**src/rtl/ram_pkg.sv**
```systemverilog
`default_nettype none
// ============================================================================
// Module   : ram_pkg
// Purpose  : Shared types and helpers for the parametrised dual-port RAM.
//            - collision_e  : same-address read/write policy
//            - init_state_e : post-reset init sequencer states
//            - byte_merge() : byte-enable merge of a new word into an old one
// Ports    : none (package)
// Revision : 1.0 - initial release
// ============================================================================
package ram_pkg;

    typedef enum logic [0:0] {
        READ_FIRST  = 1'b0,
        WRITE_FIRST = 1'b1
    } collision_e;

    typedef enum logic [0:0] {
        ST_INIT  = 1'b0,
        ST_READY = 1'b1
    } init_state_e;

    // Widest data word the merge helper handles. Callers zero-extend their
    // operands to this width and truncate the result back to DATA_W; the
    // unused upper lanes are constant and disappear in synthesis.
    localparam int unsigned c_max_data_w = 1024;
    localparam int unsigned c_max_be_w   = c_max_data_w / 8;

    // Returns old_word with every byte lane whose enable bit is set replaced
    // by the corresponding lane of new_word.
    function automatic logic [c_max_data_w-1:0] byte_merge(
        input logic [c_max_data_w-1:0] old_word,
        input logic [c_max_data_w-1:0] new_word,
        input logic [c_max_be_w-1:0]   be
    );
        logic [c_max_data_w-1:0] merged;
        merged = old_word;
        for (int i = 0; i < int'(c_max_be_w); i++) begin
            if (be[i]) begin
                merged[8*i +: 8] = new_word[8*i +: 8];
            end
        end
        return merged;
    endfunction

endpackage : ram_pkg
`default_nettype wire

```
**src/rtl/ram_init_ctrl.sv**
```systemverilog
`default_nettype none
// ============================================================================
// Module   : ram_init_ctrl
// Purpose  : Post-reset init sequencer. After reset releases it walks the
//            address space 0..DEPTH-1, one word per cycle, asking the array to
//            write zero, then parks in ST_READY until the next reset.
// Ports    : clk        in   clock
//            rst        in   synchronous active-high reset
//            init_busy  out  sequencer active (array closed to users)
//            init_we    out  write-zero strobe for the array
//            init_addr  out  address being cleared
// Revision : 1.0 - initial release
// ============================================================================
module ram_init_ctrl #(
    parameter int ADDR_W = 4,
    parameter int DEPTH  = 16
) (
    input  logic              clk,
    input  logic              rst,
    output logic              init_busy,
    output logic              init_we,
    output logic [ADDR_W-1:0] init_addr
);
    import ram_pkg::*;

    localparam logic [ADDR_W-1:0] c_last_addr = ADDR_W'(DEPTH - 1);

    init_state_e       r_state;
    init_state_e       w_state_nxt;
    logic [ADDR_W-1:0] r_cnt;
    logic [ADDR_W-1:0] w_cnt_nxt;

    // State register
    always_ff @(posedge clk) begin
        if (rst) begin
            r_state <= ST_INIT;
            r_cnt   <= '0;
        end else begin
            r_state <= w_state_nxt;
            r_cnt   <= w_cnt_nxt;
        end
    end

    // Next-state logic
    always_comb begin
        w_state_nxt = r_state;
        w_cnt_nxt   = r_cnt;
        case (r_state)
            ST_INIT: begin
                w_cnt_nxt = r_cnt + 1'b1;
                if (r_cnt == c_last_addr) begin
                    w_state_nxt = ST_READY;
                    w_cnt_nxt   = '0;
                end
            end
            ST_READY: begin
                w_state_nxt = ST_READY;
            end
            default: begin
                w_state_nxt = ST_INIT;
                w_cnt_nxt   = '0;
            end
        endcase
    end

    // Output logic. The write strobe is masked during reset so the array is
    // only touched on edges that actually advance the sequencer.
    always_comb begin
        init_busy = (r_state == ST_INIT);
        init_we   = (r_state == ST_INIT) && !rst;
        init_addr = r_cnt;
    end

endmodule : ram_init_ctrl
`default_nettype wire

```
**src/rtl/ram_dp_param.sv**
```systemverilog
`default_nettype none
// ============================================================================
// Module   : ram_dp_param
// Purpose  : Parametrised simple dual-port RAM (one write port, one read port,
//            single clock) with byte-enable writes, 1- or 2-cycle read latency,
//            selectable same-address collision policy, out-of-range error
//            flags and a post-reset zeroing sequence.
// Ports    : clk        in   clock
//            rst        in   synchronous active-high reset
//            wr_enb     in   write request
//            wr_addr    in   write address
//            wr_data    in   write data
//            wr_be      in   byte enables, bit i covers wr_data[8i+7:8i]
//            rd_enb     in   read request
//            rd_addr    in   read address
//            rd_data    out  read data (held while rd_valid is low)
//            rd_valid   out  rd_data valid, RD_LAT cycles after the request
//            wr_err     out  one-cycle pulse after a write to addr >= DEPTH
//            rd_err     out  out-of-range read, aligned with rd_valid
//            init_busy  out  zeroing sequence active, requests ignored
// Revision : 1.0 - initial release
// ============================================================================
module ram_dp_param #(
    parameter int DATA_W    = 32,
    parameter int ADDR_W    = 4,
    parameter int DEPTH     = 16,
    parameter int RD_LAT    = 1,
    parameter int COLLISION = 0
) (
    input  logic                clk,
    input  logic                rst,
    input  logic                wr_enb,
    input  logic [ADDR_W-1:0]   wr_addr,
    input  logic [DATA_W-1:0]   wr_data,
    input  logic [DATA_W/8-1:0] wr_be,
    input  logic                rd_enb,
    input  logic [ADDR_W-1:0]   rd_addr,
    output logic [DATA_W-1:0]   rd_data,
    output logic                rd_valid,
    output logic                wr_err,
    output logic                rd_err,
    output logic                init_busy
);
    import ram_pkg::*;

    // One extra bit so DEPTH == 2**ADDR_W is representable and the range
    // check compares the full address instead of a truncated one.
    localparam logic [ADDR_W:0] c_depth  = (ADDR_W + 1)'(DEPTH);
    localparam collision_e      c_policy = (COLLISION != 0) ? WRITE_FIRST : READ_FIRST;

    logic [DATA_W-1:0] r_mem [DEPTH];

    logic              w_init_busy;
    logic              w_init_we;
    logic [ADDR_W-1:0] w_init_addr;

    logic              w_ready;
    logic              w_wr_in_range;
    logic              w_rd_in_range;
    logic              w_wr_go;
    logic              w_wr_bad;
    logic              w_rd_go;
    logic              w_rd_bad;
    logic [DATA_W-1:0] w_old_word;
    logic [DATA_W-1:0] w_merged;
    logic [DATA_W-1:0] w_rd_word;

    logic              r_wr_err;
    logic [DATA_W-1:0] r_rd_data;
    logic              r_rd_valid;
    logic              r_rd_err;

    ram_init_ctrl #(
        .ADDR_W (ADDR_W),
        .DEPTH  (DEPTH)
    ) u_init_ctrl (
        .clk       (clk),
        .rst       (rst),
        .init_busy (w_init_busy),
        .init_we   (w_init_we),
        .init_addr (w_init_addr)
    );

    // ------------------------------------------------------------------
    // Request qualification. Nothing is accepted while reset is asserted
    // or while the zeroing sequence still owns the array.
    // ------------------------------------------------------------------
    always_comb begin
        w_ready       = !w_init_busy && !rst;
        w_wr_in_range = ({1'b0, wr_addr} < c_depth);
        w_rd_in_range = ({1'b0, rd_addr} < c_depth);
        w_wr_go       = w_ready && wr_enb && w_wr_in_range;
        w_wr_bad      = w_ready && wr_enb && !w_wr_in_range;
        w_rd_go       = w_ready && rd_enb;
        w_rd_bad      = w_ready && rd_enb && !w_rd_in_range;
    end

    // Word after applying the byte enables to the current contents.
    always_comb begin
        w_old_word = w_wr_in_range ? r_mem[wr_addr] : '0;
        w_merged   = DATA_W'(byte_merge(c_max_data_w'(w_old_word),
                                        c_max_data_w'(wr_data),
                                        c_max_be_w'(wr_be)));
    end

    // Word captured for a read this cycle. Out-of-range reads return zero.
    // Under WRITE_FIRST a same-cycle write to the same address is forwarded;
    // under READ_FIRST the array still holds the pre-write word at this point.
    always_comb begin
        w_rd_word = '0;
        if (w_rd_in_range) begin
            if ((c_policy == WRITE_FIRST) && w_wr_go && (wr_addr == rd_addr)) begin
                w_rd_word = w_merged;
            end else begin
                w_rd_word = r_mem[rd_addr];
            end
        end
    end

    // ------------------------------------------------------------------
    // Array write port: the init sequencer and the user port are never
    // active together, the sequencer simply wins the mux.
    // ------------------------------------------------------------------
    always_ff @(posedge clk) begin
        if (w_init_we) begin
            r_mem[w_init_addr] <= '0;
        end else if (w_wr_go) begin
            r_mem[wr_addr] <= w_merged;
        end
    end

    always_ff @(posedge clk) begin
        if (rst) begin
            r_wr_err <= 1'b0;
        end else begin
            r_wr_err <= w_wr_bad;
        end
    end

    // ------------------------------------------------------------------
    // Read pipeline. Data is captured at request time, so a write landing
    // between request and response never alters an in-flight word.
    // ------------------------------------------------------------------
    if (RD_LAT == 2) begin : g_lat2
        logic              r_s1_valid;
        logic              r_s1_err;
        logic [DATA_W-1:0] r_s1_data;

        always_ff @(posedge clk) begin
            if (rst) begin
                r_s1_valid <= 1'b0;
                r_s1_err   <= 1'b0;
                r_s1_data  <= '0;
                r_rd_valid <= 1'b0;
                r_rd_err   <= 1'b0;
                r_rd_data  <= '0;
            end else begin
                r_s1_valid <= w_rd_go;
                r_s1_err   <= w_rd_bad;
                if (w_rd_go) begin
                    r_s1_data <= w_rd_word;
                end
                r_rd_valid <= r_s1_valid;
                r_rd_err   <= r_s1_err;
                if (r_s1_valid) begin
                    r_rd_data <= r_s1_data;
                end
            end
        end
    end else begin : g_lat1
        always_ff @(posedge clk) begin
            if (rst) begin
                r_rd_valid <= 1'b0;
                r_rd_err   <= 1'b0;
                r_rd_data  <= '0;
            end else begin
                r_rd_valid <= w_rd_go;
                r_rd_err   <= w_rd_bad;
                if (w_rd_go) begin
                    r_rd_data <= w_rd_word;
                end
            end
        end
    end

    assign rd_data   = r_rd_data;
    assign rd_valid  = r_rd_valid;
    assign rd_err    = r_rd_err;
    assign wr_err    = r_wr_err;
    assign init_busy = w_init_busy;

endmodule : ram_dp_param
`default_nettype wire

```
**config.mk**
```make
export PLATFORM = sky130hd
export DESIGN_NAME = ram_dp_param
export DESIGN_NICKNAME = d
export VERILOG_FILES = /design/src/rtl/ram_pkg.sv /design/src/rtl/ram_init_ctrl.sv /design/src/rtl/ram_dp_param.sv
export SDC_FILE = /design/constraint.sdc
export NUM_CORES = 1
export LEC_CHECK = 0
export ABC_AREA = 1
export ABC_CLOCK_PERIOD_IN_PS = 2200
export CAP_MARGIN = 20
export CORE_MARGIN = 3
export CORE_UTILIZATION = 50
export CTS_CLUSTER_SIZE = 24
export DETAILED_ROUTE_END_ITERATION = 7
export MAX_ROUTING_LAYER = met4
export PLACE_DENSITY = 0.7
export SLEW_MARGIN = 5
export SYNTH_ARGS = -nofsm -noshare
export SYNTH_HDL_FRONTEND = slang
export SYNTH_SLANG_ARGS = --single-unit
```
**constraint.sdc**
```tcl
create_clock -name clk -period 2.2 [get_ports clk]
set_clock_uncertainty 0.05 [all_clocks]
set_input_delay 0.44 -clock clk [delete_from_list [all_inputs] [get_ports clk]]
set_output_delay 0.44 -clock clk [all_outputs]
set_load 0.005 [all_outputs]
```
==> qor.csv <==
stage,metric,value,unit
cells_and_area,seqCellArea,16100,um^2
power,max-vdd-ir-drop,0.557,mV
synthesis,synthTopCellsByArea,"edfxtp_1 67%, nand2_1 8.9%, nor2_1 6.4%",
floorplan,ios,84,
drt,vias,16500,
drt,drt_iter0_markers,2050,
floorplan,fp.dieW,220,um
sta,drv_slew,0,
cts,cts_sinks,550,
power,power_leakage,11.4,nW
synthesis,synth.avg_cell_area,10.4,um^2
drt,wl_met1,24.3,mm
worst_setup_path,worst_setup_path_start_kind,flip-flop,
cts,hold_buffers,0,
place,dp_cells,2919,
floorplan,core_area,44800,um^2
worst_setup_path,worst-path-max-fanout,8,
drt,met3_length,5.38,mm
cells_and_area,utilization,0.618,
status,outcome,finished with violations,
cells_and_area,syn2layout_area_growth,20.6,%
synthesis,yosysTopAreaCell,edfxtp_1,
drt,highest_layer,met4,
global_routing,grt_pass1_wl,91.3,mm
cts,htreeDepth,2,
worst_setup_path,worstPathArrival,2.48,ns
cells_and_area,num-nets-final,2435,
cts,clk_pin_slew,0.06,ns
power,pwr_density_cell,790,nW/um^2
floorplan,die_h,220,um
cells_and_area,stdcell_count,3023,
worst_setup_path,cp.required,2.45,ns
synthesis,yosysMostFrequentCell,nand2_1,
worst_hold_path,min_path_type,in -> reg,
worst_setup_path,crit_path_top_delay_cell,dfxtp_2,
sta,worstMarginPinSlew,0.509,ns
worst_setup_path,crit_buf_inv,3,
drt,wl_per_cell,19.7,um
synthesis,synth-edff-count,512,
drt,drc,0,
status,violations,setup timing,
floorplan,start_util,0.513,
worst_setup_path,cp-end-kind,flip-flop,
cells_and_area,drive_gt1_frac,0.116,
drt,wirelength,59.6,mm
place,place.gp.congestion,0.929,
global_routing,grt_max_degree,72,
synthesis,ys_types,23,
floorplan,fp-row-count,77,
place,port_buffers,81,
drt,route.met2.wl,28.2,mm
place,dp.final_hpwl,38.8,mm
sta,grt_setup_unrepaired,true,
synthesis,synthCells,2201,
drt,first_pass_iters,6,
synthesis,synth_top_area_frac,0.669,
floorplan,die-area,48600,um^2
drt,route.antenna.remaining_nets,0,
synthesis,synthArstFlopShare,0,
sta,finalCritPeriodShare,1.02,
cts,clock_path_buffers,3,
global_routing,antenna_found_initial,0,
synthesis,ys_ff_latch,550,
drt,viasPerCell,5.47,
synthesis,synthFlopType,edfxtp_1,
flow_run,cap_violations,0,
sta,maxSlewHeadroom,0.661,
sta,hold_viol,0,
cts,clock_latency,0.61,ns
cts,numCtsBuffers,54,
cells_and_area,antenna_cells,0,
sta,finalSetupViolations,8,
sta,fmax,448,MHz
global_routing,first_global_vias,16300,
worst_setup_path,crit_family,simple AND/OR/NAND/NOR gates,
sta,fin_tns_setup,-0.241,ns
cts,cts_tree,yes,
cells_and_area,fillers,3540,
sta,fin_ws,-0.0336,ns
sta,fin_crit,2.23,ns
synthesis,yosysSeqAreaShare,0.702,
global_routing,gr-total-overflow,0,
synthesis,syn_area,23000,um^2
cells_and_area,multiInputGateArea,5790,um^2
worst_setup_path,cpPeakStageDelay,0.36,ns
synthesis,synthTopCellsByCount,"547 x nand2_1, 512 x edfxtp_1, 393 x nor2_1, 265 x nand3_1, 164 x inv_1",
cts,root_buffer,clkbuf_16,
worst_setup_path,crit_chain,inv_2 -> nor2_4 -> o211ai_4 -> nand3_1 -> nand2_1 -> nor2_4 -> nand2_1 -> buf_4 -> nor2_1 -> buf_4,
place,preCtsSetupSlack,-0.751,ns
global_routing,grtUsageTotal,0.256,
worst_setup_path,critPathKind,reg -> reg,
synthesis,synth_warnings,0,
power,finalPower,21.9,mW
[flip-flops by register name, summed over array words and instances (netlist names)]
name and count:
u_init_ctrl.r_state 1, rd_valid 1, r_mem 512, rd_data 32, u_init_ctrl.init_addr 4
[where the power goes]
group	switching, mW	internal [mW]	total (mW)
Clock	3.80	5.40	9.20
Combinational	0.828	0.448	1.28
Sequential	0.0330	11.4	11.4
Total	4.66	17.2	21.9
[metal layers]
layer	GRT usage	vias up
li1	-	7688
met1	0.343	7893
met2	0.407	833
met3	0.0401	120
met4	0.0809	0
met5	-	-
[worst paths after layout]
path / startpoint / to / slack, ns / cells past startpoint
worst max register to register: u_init_ctrl.r_state$_SDFF_PP0_ / r_mem[5][12]$_DFFE_PP_ / -0.03 / 10
worst min-delay path: rst / u_init_ctrl.r_state$_SDFF_PP0_ / 0.33 / 3
worst min register to register: rd_data[3]$_SDFFE_PP0P_ / rd_data[3]$_SDFFE_PP0P_ / 0.48 / 4
worst max-delay path: u_init_ctrl.r_state$_SDFF_PP0_ / r_mem[5][12]$_DFFE_PP_ / -0.03 / 10
[tightest hold or removal path: stages]
cell and delay (ns):
dlygate4sd2_1 0.30, buf_4 0.15, a21oi_1 0.03
[final cells by class]
| type | instances | share of cell area |
|---|---|---|
| sequential | 550 | 0.582 |
| multi-input combinational | 1362 | 0.209 |
| timing repair buffer | 250 | 0.0953 |
| clock buffer | 71 | 0.0533 |
| tap | 592 | 0.0267 |
| inverter | 168 | 0.0229 |
| clock inverter | 30 | 0.0105 |
[placed cells by master, fill, tap and decap left out, types with 2 or more instances in the layout]
| cell | synthesis | layout |
|---|---|---|
| dfxtp_1 | 38 | 37 |
| o21ai_0 | 132 | 132 |
| nor2_2 | 9 | 11 |
| inv_6 | 0 | 2 |
| buf_6 | 0 | 7 |
| nor2_1 | 393 | 386 |
| o211ai_4 | 0 | 2 |
| clkbuf_1 | 52 | 12 |
| inv_2 | 4 | 4 |
| dlymetal6s2s_1 | 0 | 2 |
| nand2_2 | 2 | 8 |
| buf_4 | 4 | 120 |
| dlygate4sd2_1 | 0 | 3 |
| clkinv_1 | 0 | 14 |
| conb_1 | 1 | 2 |
| bufinv_16 | 0 | 6 |
| buf_12 | 0 | 43 |
| nor2_4 | 1 | 6 |
| clkbuf_8 | 0 | 5 |
| nand3_1 | 265 | 264 |
| clkinv_2 | 0 | 8 |
| inv_1 | 164 | 163 |
| clkbuf_16 | 0 | 55 |
| clkdlybuf4s50_1 | 0 | 73 |
| edfxtp_1 | 512 | 512 |
| a21oi_1 | 4 | 4 |
| nand2_1 | 547 | 540 |
[cells by family after synthesis]
kind of cell               count (synthesis)  share of synthesized area
AOI/OAI and AO/OA                        139                     0.0312
adders and majority gates                  1                   0.000544
buffers and inverters                    291                     0.0504
DFF                                      550                      0.702
other                                      1                   0.000163
and+or+nand+nor                         1219                      0.215
[metrics by stage]
stage / hold slack [ns] / instance area (um^2)
after floorplan: 0.428 / 23000
after global placement: 0.474 / 25800
after detailed placement: 0.477 / 25800
after CTS: 0.290 / 27600
after global routing: 0.335 / 27700
final: 0.329 / 27700
[timing repair]
action                                  CTS  global route
endpoints found under the setup margin  279           354
gates resized for setup                  10            24
pin swaps                                 3             6
setup buffers                             1             1
cloned                                    1             0
Note: power is estimated with default switching activity, not from simulation.
